==> config.mk <==
export PLATFORM = sky130hd
export DESIGN_NAME = sel_encode_seq
export DESIGN_NICKNAME = d
export VERILOG_FILES = /design/src/rtl/sel_encode_seq.sv
export SDC_FILE = /design/constraint.sdc
export NUM_CORES = 1
export LEC_CHECK = 0
export ABC_AREA = 0
export BUFFER_PORTS_ARGS = -buffer_cell sky130_fd_sc_hd__buf_2
export CAP_MARGIN = 20
export CORE_MARGIN = 4
export CORE_UTILIZATION = 49
export DETAILED_ROUTE_END_ITERATION = 7
export PLACE_DENSITY = 0.91
export SYNTH_ARGS = -nofsm -noshare
export SYNTH_HDL_FRONTEND = slang
export SYNTH_SLANG_ARGS = --single-unit
export TNS_END_PERCENT = 20
==> constraint.sdc <==
create_clock -name clock -period 3.78 [get_ports clock]
set_input_delay 0.567 -clock clock [delete_from_list [all_inputs] [get_ports clock]]
set_output_delay 0.567 -clock clock [all_outputs]
set_load 0.1 [all_outputs]
==> src/rtl/sel_encode_seq.sv <==
// Register-select encoder: decodes Ra/Rb/Rc from a latched instruction word into one-hot
// register-file strobes, plus a list sequencer that sweeps a register mask one register at a time.
module sel_encode_seq #(
  parameter int IR_W    = 32,
  parameter int OPC_W   = 5,
  parameter int AW      = 4,
  parameter int CONST_W = 19,
  parameter int NREGS   = 2**AW
) (
  input  logic               clock,
  input  logic               clear,
  input  logic               ir_ld,
  input  logic [IR_W-1:0]    ir_in,
  input  logic               gra,
  input  logic               grb,
  input  logic               grc,
  input  logic               rin,
  input  logic               rout,
  input  logic               baout,
  input  logic               lst_start,
  input  logic [NREGS-1:0]   lst_mask,
  input  logic               lst_dir,
  input  logic               lst_step,
  output logic [NREGS-1:0]   r_en,
  output logic [NREGS-1:0]   r_out,
  output logic [OPC_W-1:0]   opcode,
  output logic [IR_W-1:0]    c_sign,
  output logic [IR_W-1:0]    ir_q,
  output logic               ba_zero,
  output logic               lst_busy,
  output logic               lst_done,
  output logic [AW-1:0]      lst_idx,
  output logic [1:0]         state_dbg
);

  // Handshake: in SCAN the current list register is offered every cycle; the consumer
  // accepts it by holding lst_step high for that cycle, and the register retires at the edge.

  typedef enum logic [1:0] {IDLE = 2'd0, SCAN = 2'd1, DONE = 2'd2} lst_state_t;

  lst_state_t       state, state_nxt;
  logic [NREGS-1:0] pm, pm_nxt;
  logic             dir_q, dir_nxt;

  logic [AW-1:0]    ra, rb, rc, sel_idx, low_idx;
  logic [NREGS-1:0] sel_hot, scan_hot;
  logic             ba_zero_c;

  always_ff @(posedge clock) begin
    if (clear) begin
      state <= IDLE;
      pm    <= '0;
      dir_q <= 1'b0;
      ir_q  <= '0;
    end else begin
      state <= state_nxt;
      pm    <= pm_nxt;
      dir_q <= dir_nxt;
      if (ir_ld) ir_q <= ir_in;
    end
  end

  assign ra = ir_q[IR_W-OPC_W-1 -: AW];
  assign rb = ir_q[IR_W-OPC_W-AW-1 -: AW];
  assign rc = ir_q[IR_W-OPC_W-2*AW-1 -: AW];

  assign opcode = ir_q[IR_W-1 -: OPC_W];
  assign c_sign = {{(IR_W-CONST_W){ir_q[CONST_W-1]}}, ir_q[CONST_W-1:0]};

  assign sel_idx   = (ra & {AW{gra}}) | (rb & {AW{grb}}) | (rc & {AW{grc}});
  assign sel_hot   = NREGS'(1) << sel_idx;
  assign ba_zero_c = baout & ~rout & (sel_idx == '0);

  // Lowest pending register is serviced first.
  always_comb begin
    low_idx = '0;
    for (int i = NREGS - 1; i >= 0; i--) begin
      if (pm[i]) low_idx = AW'(i);
    end
  end

  assign scan_hot = NREGS'(1) << low_idx;

  always_comb begin
    state_nxt = state;
    pm_nxt    = pm;
    dir_nxt   = dir_q;
    case (state)
      IDLE: begin
        if (lst_start) begin
          if (lst_mask != '0) begin
            pm_nxt    = lst_mask;
            dir_nxt   = lst_dir;
            state_nxt = SCAN;
          end else begin
            state_nxt = DONE;
          end
        end
      end
      SCAN: begin
        if (lst_step) begin
          pm_nxt = pm & ~scan_hot;
          if (pm_nxt == '0) state_nxt = DONE;
        end
      end
      DONE: state_nxt = IDLE;
      default: begin
        state_nxt = IDLE;
        pm_nxt    = '0;
      end
    endcase
  end

  always_comb begin
    r_en     = '0;
    r_out    = '0;
    ba_zero  = 1'b0;
    lst_busy = 1'b0;
    lst_idx  = '0;
    if (state == SCAN) begin
      lst_busy = 1'b1;
      lst_idx  = low_idx;
      if (dir_q) r_en  = scan_hot;
      else       r_out = scan_hot;
    end else begin
      ba_zero = ba_zero_c;
      if (rin) r_en = sel_hot;
      // Base-address read of R0 means "literal zero", so no register drives the bus.
      if ((rout | baout) && !ba_zero_c) r_out = sel_hot;
    end
  end

  assign lst_done  = (state == DONE);
  assign state_dbg = state;

endmodule

==> reports/qor.txt, run 1 <==
Status: complete, no violations
Synth warn: 0
Leak: 0.00201 uW
CTS tree: done
Power Total: 1950 uW
Area Overhead vs Synth: 25.9%
CP Launch Type: primary input
Non-filler cells, final: 618
Critical Path End: ba_zero
Skew-Pair Late Insertion Delay: 290 ps
Detail Route Antenna Nets: 0
Antenna diodes: 0
Number of synthesized flops with an enable pin: 0
Ys flop type: dfxtp_1
TritonCTS Buffers: 5
Root Buffer: clkbuf_8
Total wire length: 10700 um
Final worst-path cycle share: 87.4%
Clock Skew: 7.96 ps
Finished Cell Area: 0.00409 sq mm
TritonRoute pass-1 iters: 6
R2R cell count: 7
Post-synth top cells: nor2_1 (66), dfxtp_1 (51), nand2_1 (45)
Total number of vias: 3640
Initial core utilization: 50.8%
Post-synth cell types: 54
Crit. Startpoint: gra
First-pass GRT wire length: 16600 um
Vias per inst: 5.89
I/O Buffers: 169
Placed Cells: 610
Worst r2r src: pm[2]
Clock buffer depth: 2
Die ar.: 0.00799 sq mm
PD cells: 478 mW/mm^2
Post-place setup slack: 528 ps
Global Route Usage Sum: 26.1%
F_max: 0.303 GHz
Cells after Synth: 419
Most common cell in the synthesized netlist: nor2_1
Final Max Slew Viols: 0
GP Congestion: 0.990
CP arrival: 2740 ps
PnR worst setup slack: 474 ps
Unrepaired setup endpoints after global routing: false
Area of the core: 0.00639 sq mm
Worst vdd ir: 0.000370 V
Rows: 29
CP endpoint kind: output port
Final hold viol count: 0
Io pins: 170
Setup repair bufs after CTS: 0
Post-synth top area share: 31.5%
Most area-hungry cell type in the Yosys netlist: dfxtp_1
Die height: 89.4 um
H-tree levels: 2
Cell Area, Placed: 0.00399 sq mm
CTS sink count: 51
Initial antenna violation count: 0
Syn Std Cell Area: 0.00325 sq mm
Resize count post-CTS: 0
Mapped Nets: 479
Drt initial violations: 274
Register area share after synthesis: 31.5%
Min-delay worst type: primary input to register
Layout cell share with drive strength beyond 1: 38.3%
Die Span X: 89.4 um
Hold-fix buffers at CTS: 0
Slew headroom: 30.3%
Critical path class: primary input to output port
Vias in the first global route: 3440
Register bit total from synthesis: 51
Reg2reg end: pm[8]
Worst-Margin Slew: 1040 ps
Reg2Reg Setup Slack: 1370 ps
Grt total ovfl: 0
DRC: 0
Final #Nets: 600
Critical path data required time: 3210 ps
Max-Cap Viols: 0
Min Tclk post-route: 3310 ps
Avg Synthesized Cell Area: 7.75 sq um
DP Wirelength: 8540 um
Cells taking the most area after synthesis: dfxtp_1 (31%), mux2i_1 (10%), buf_4 (8.6%), nor2_1 (7.6%), o22ai_1 (6.4%)
Avg WL per Cell: 17.3 um
Crit Path Max Fanout: 5
Final setup fails: 0
Clock slew at reported path FFs: 90 ps
Async SR Flop Fraction: 0%
Largest net degree at the start of global routing: 51
critical path, stage by stage:
cell	delay, ps
buf_2	120
a222oi_1	700
inv_1	190
nor3_1	250
nand3_1	250
nor3b_4	210
buf_2	440
state kept, by name, indices dropped and copies added, names as in the netlist:
signal and flops:
ir_q 32, pm 16, state_dbg 2, dir_q 1
placed cells by master, fill, tap and decap left out, types with 3 or more instances in the layout:
master,count
nor3_1,8
clkbuf_8,6
o22ai_4,6
a21o_2,3
nand3_1,5
mux2i_1,34
nor4_1,5
buf_2,169
o21ai_0,13
nor2_1,66
nand4_1,7
dfxtp_1,50
inv_1,9
or3_1,7
a22oi_1,6
a21o_1,5
o22ai_1,19
buf_4,3
a21oi_1,22
o22ai_2,8
nand2_1,45
worst min-delay path by stage:
stage,to,slack (ps),start,cells past startpoint
floorplan,dir_q,480,dir_q,2
global placement,ir_q[31],490,ir_q[31],2
detailed placement,ir_q[5],500,ir_q[5],2
CTS,ir_q[11],500,ir_in[11],3
global route,ir_q[21],500,ir_in[21],3
finish,ir_q[18],500,ir_in[18],3
power breakdown:
| part | switching (uW) | leakage (uW) | internal (uW) |
|---|---|---|---|
| clock | 171 | 0.0000474 | 149 |
| combinational | 796 | 0.00154 | 211 |
| sequential | 52.0 | 0.000421 | 573 |
| total | 1020 | 0.00201 | 933 |
kinds of logic after synthesis:
group / synth area share (%)
simple gates: 23.0
compound gates: 22.4
buf+inv: 12.7
flops: 31.5
mux: 10.5
stage by stage:
step	TNS, ps	utilization, %	hold slack, ps
3_5_place_dp	0	62.4	504
3_3_place_gp	0	62.4	488
4_1_cts	0	64.0	495
5_1_grt	0	64.0	500
2_1_floorplan	-10920	-	476
6_report	0	64.0	504
cell type report:
type / count / area (sq um)
clock buffer: 6 / 82.6
clock inverter: 2 / 16.3
sequential: 51 / 1020
tap: 77 / 96.3
fill: 554 / 2300
inverter: 10 / 37.5
timing repair buffer: 172 / 868
multi-input combinational: 300 / 1960
routing by layer:
metal / track usage [%] / vias to the layer above / routed length [um]
met4: 11.1 / 0 / 329
met3: 5.35 / 32 / 986
met2: 45.5 / 221 / 5300
li1: - / 1723 / -
met1: 31.1 / 1664 / 4090
met5: 0 / - / 0
No activity file was read; power rests on OpenSTA's default activity.
==> run 2, diff against run 1 <==
--- a/config.mk
+++ b/config.mk
@@ -5,13 +5,14 @@
 export SDC_FILE = /design/constraint.sdc
 export NUM_CORES = 1
 export LEC_CHECK = 0
-export ABC_AREA = 0
+export ABC_AREA = 1
 export BUFFER_PORTS_ARGS = -buffer_cell sky130_fd_sc_hd__buf_2
 export CAP_MARGIN = 20
 export CORE_MARGIN = 4
 export CORE_UTILIZATION = 49
 export DETAILED_ROUTE_END_ITERATION = 7
 export PLACE_DENSITY = 0.91
+export SKIP_LAST_GASP = 1
 export SYNTH_ARGS = -nofsm -noshare
 export SYNTH_HDL_FRONTEND = slang
 export SYNTH_SLANG_ARGS = --single-unit
==> reports/qor.txt, run 2 <==
Status: complete, no violations
First-pass GRT wire length: 16700 um
Post-synth cell types: 32
Mapped Nets: 550
Resize count post-CTS: 0
CP Launch Type: register
Root Buffer: clkbuf_8
Register bit total from synthesis: 51
Post-layout util: 67.2%
Clock slew at reported path FFs: 110 ps
Worst r2r src: pm[15]
R2R cell count: 18
Crit Path Max Fanout: 17
CP dominant cell by count: nand3_1
Grt met1 use: 31.4%
CP arrival: 2870 ps
GP Congestion: 0.951
CP Cell Sequence: nand2_1 > nand3_1 > clkinv_1 > nand3_1 > a21oi_1 > nor2_1 > inv_1 > o22ai_2 > buf_12
Min-delay src: ir_in[18]
Final setup fails: 0
Die height: 89.6 um
Min-delay worst type: primary input to register
Hold depth: 3
Die Span X: 89.6 um
Ys flop type: dfxtp_1
Top reg by flops: ir_q
Layer with the highest usage: met2
Global Route Usage Sum: 26.5%
Most common cell after layout, fill and taps aside: buf_2
Reg2reg end: state_dbg[0]
Layout cell share with drive strength beyond 1: 36.5%
Syn Std Cell Area: 0.00326 sq mm
CTS sink count: 51
Placed Cells: 682
Slowest stage cell, crit path: dfxtp_2
Io pins: 170
Avg WL per Cell: 15.9 um
Reg2Reg Setup Slack: 1300 ps
Most common cell in the synthesized netlist: nor2_1
Synth warn: 0
Async SR Flop Fraction: 0%
Worst vdd ir: 0.000366 V
Detail Route Antenna Nets: 0
Rows: 29
Final #Nets: 672
Number of synthesized flops with an enable pin: 0
Most area-hungry cell type in the Yosys netlist: dfxtp_1
Final Max Slew Viols: 0
Worst hold slack: 470 ps
Non-filler cells, final: 690
Antenna diodes: 0
Final worst-path cycle share: 91.0%
Unrepaired setup endpoints after global routing: false
Slowest stage delay, CP: 460 ps
DP Wirelength: 8740 um
Hold-fix buffers at CTS: 0
Cells taking the most area after synthesis: dfxtp_1 (31%), nor2_1 (10%), buf_4 (9.0%), nand2_1 (7.5%), o21ai_0 (6.8%)
Worst-Margin Slew: 934 ps
TritonRoute pass-1 iters: 7
Drt initial violations: 358
H-tree levels: 2
Area Overhead vs Synth: 32.4%
Largest net degree at the start of global routing: 36
Most frequent cells in the layout: buf_2 (153), nor2_1 (90), nand2_1 (65)
Skew-Pair Late Insertion Delay: 310 ps
Total wire length: 10900 um
Final hold viol count: 0
DRC: 0
Max-Cap Viols: 0
CP endpoint kind: output port
Power Total: 2560 uW
WHS Endpoint: ir_q[18]
PD cells: 593 mW/mm^2
Finished Cell Area: 0.00431 sq mm
Die ar.: 0.00802 sq mm
F_max: 0.291 GHz
Max reg flops: 32
TritonCTS Buffers: 5
Vias per inst: 5.71
Slew headroom: 37.6%
Clock buffer depth: 2
Critical path class: register to output port
Avg Synthesized Cell Area: 6.65 sq um
Area of the core: 0.00642 sq mm
Grt total ovfl: 0
Min Tclk post-route: 3440 ps
Clock Skew: 6.42 ps
Cell Area, Placed: 0.00422 sq mm
Initial antenna violation count: 0
Post-synth top area share: 31.3%
Register area share after synthesis: 31.3%
Met3 Track Usage GR: 4.79%
Critical path data required time: 3210 ps
Total number of vias: 3939
Met2 Usage GRT: 45.5%
Setup repair bufs after CTS: 0
Cells after Synth: 490
Vias in the first global route: 3532
Leak: 0.00209 uW
CTS tree: done
Initial core utilization: 50.8%
Post-synth top cells: nor2_1 (90), nand2_1 (65), dfxtp_1 (51)
I/O Buffers: 169
==> run 2: cells by family after synthesis <==
group | after synthesis | share of synthesized area [%]
DFF | 51 | 31.3
AOI/OAI and AO/OA | 110 | 21.1
and+or+nand+nor | 225 | 31.1
buffers and inverters | 104 | 16.5
==> run 2: worst max-delay path by stage <==
| stage | from | to | slack (ps) | depth (start not counted) |
|---|---|---|---|---|
| 5_1_grt | ir_q[18] | r_out[11] | 80 | 9 |
| 3_3_place_gp | grc | r_out[15] | 670 | 10 |
| 2_1_floorplan | state_dbg[0] | r_en[13] | -430 | 4 |
| 6_report | ir_q[18] | r_out[2] | 340 | 9 |
| 3_5_place_dp | grc | r_out[2] | 500 | 10 |
| 4_1_cts | ir_q[18] | r_out[2] | 360 | 9 |
==> run 2: metrics by stage <==
step	setup WS, ps	setup TNS [ps]
after floorplan	-426	-2430
after global routing	78.4	0
after global placement	668	0
after CTS	360	0
after detailed placement	496	0
final	342	0
==> run 2: final cells by class <==
type | instances | area (sq um)
fill | 555 | 2110
multi-input combinational | 335 | 1810
timing repair buffer | 173 | 1120
sequential | 51 | 1020
inverter | 46 | 173
tap | 77 | 96.3
clock buffer | 5 | 68.8
clock inverter | 3 | 28.8
==> run 2: worst max-delay path, delay by kind of cell (launching register included) <==
kind | cells | cell delay [ps]
AO/OA/AOI/OAI | 2 | 470
buffers and inverters | 3 | 830
flip-flops | 1 | 460
AND/OR/NAND/NOR | 4 | 790
==> run 2: layer usage <==
metal  vias to the layer above  part of all wire (%)  wire length (um)
met3                        48                   8.8               963
met1                      1760                    38              4190
met5                         -                     0                 0
met4                         0                   4.4               487
met2                       249                    49              5310
li1                       1882                     -                 -
==> run 2: where the power goes <==
group	switching (uW)	internal [uW]	total, uW
sequential	56.0	599	655
clock	210	140	350
combinational	1210	342	1550
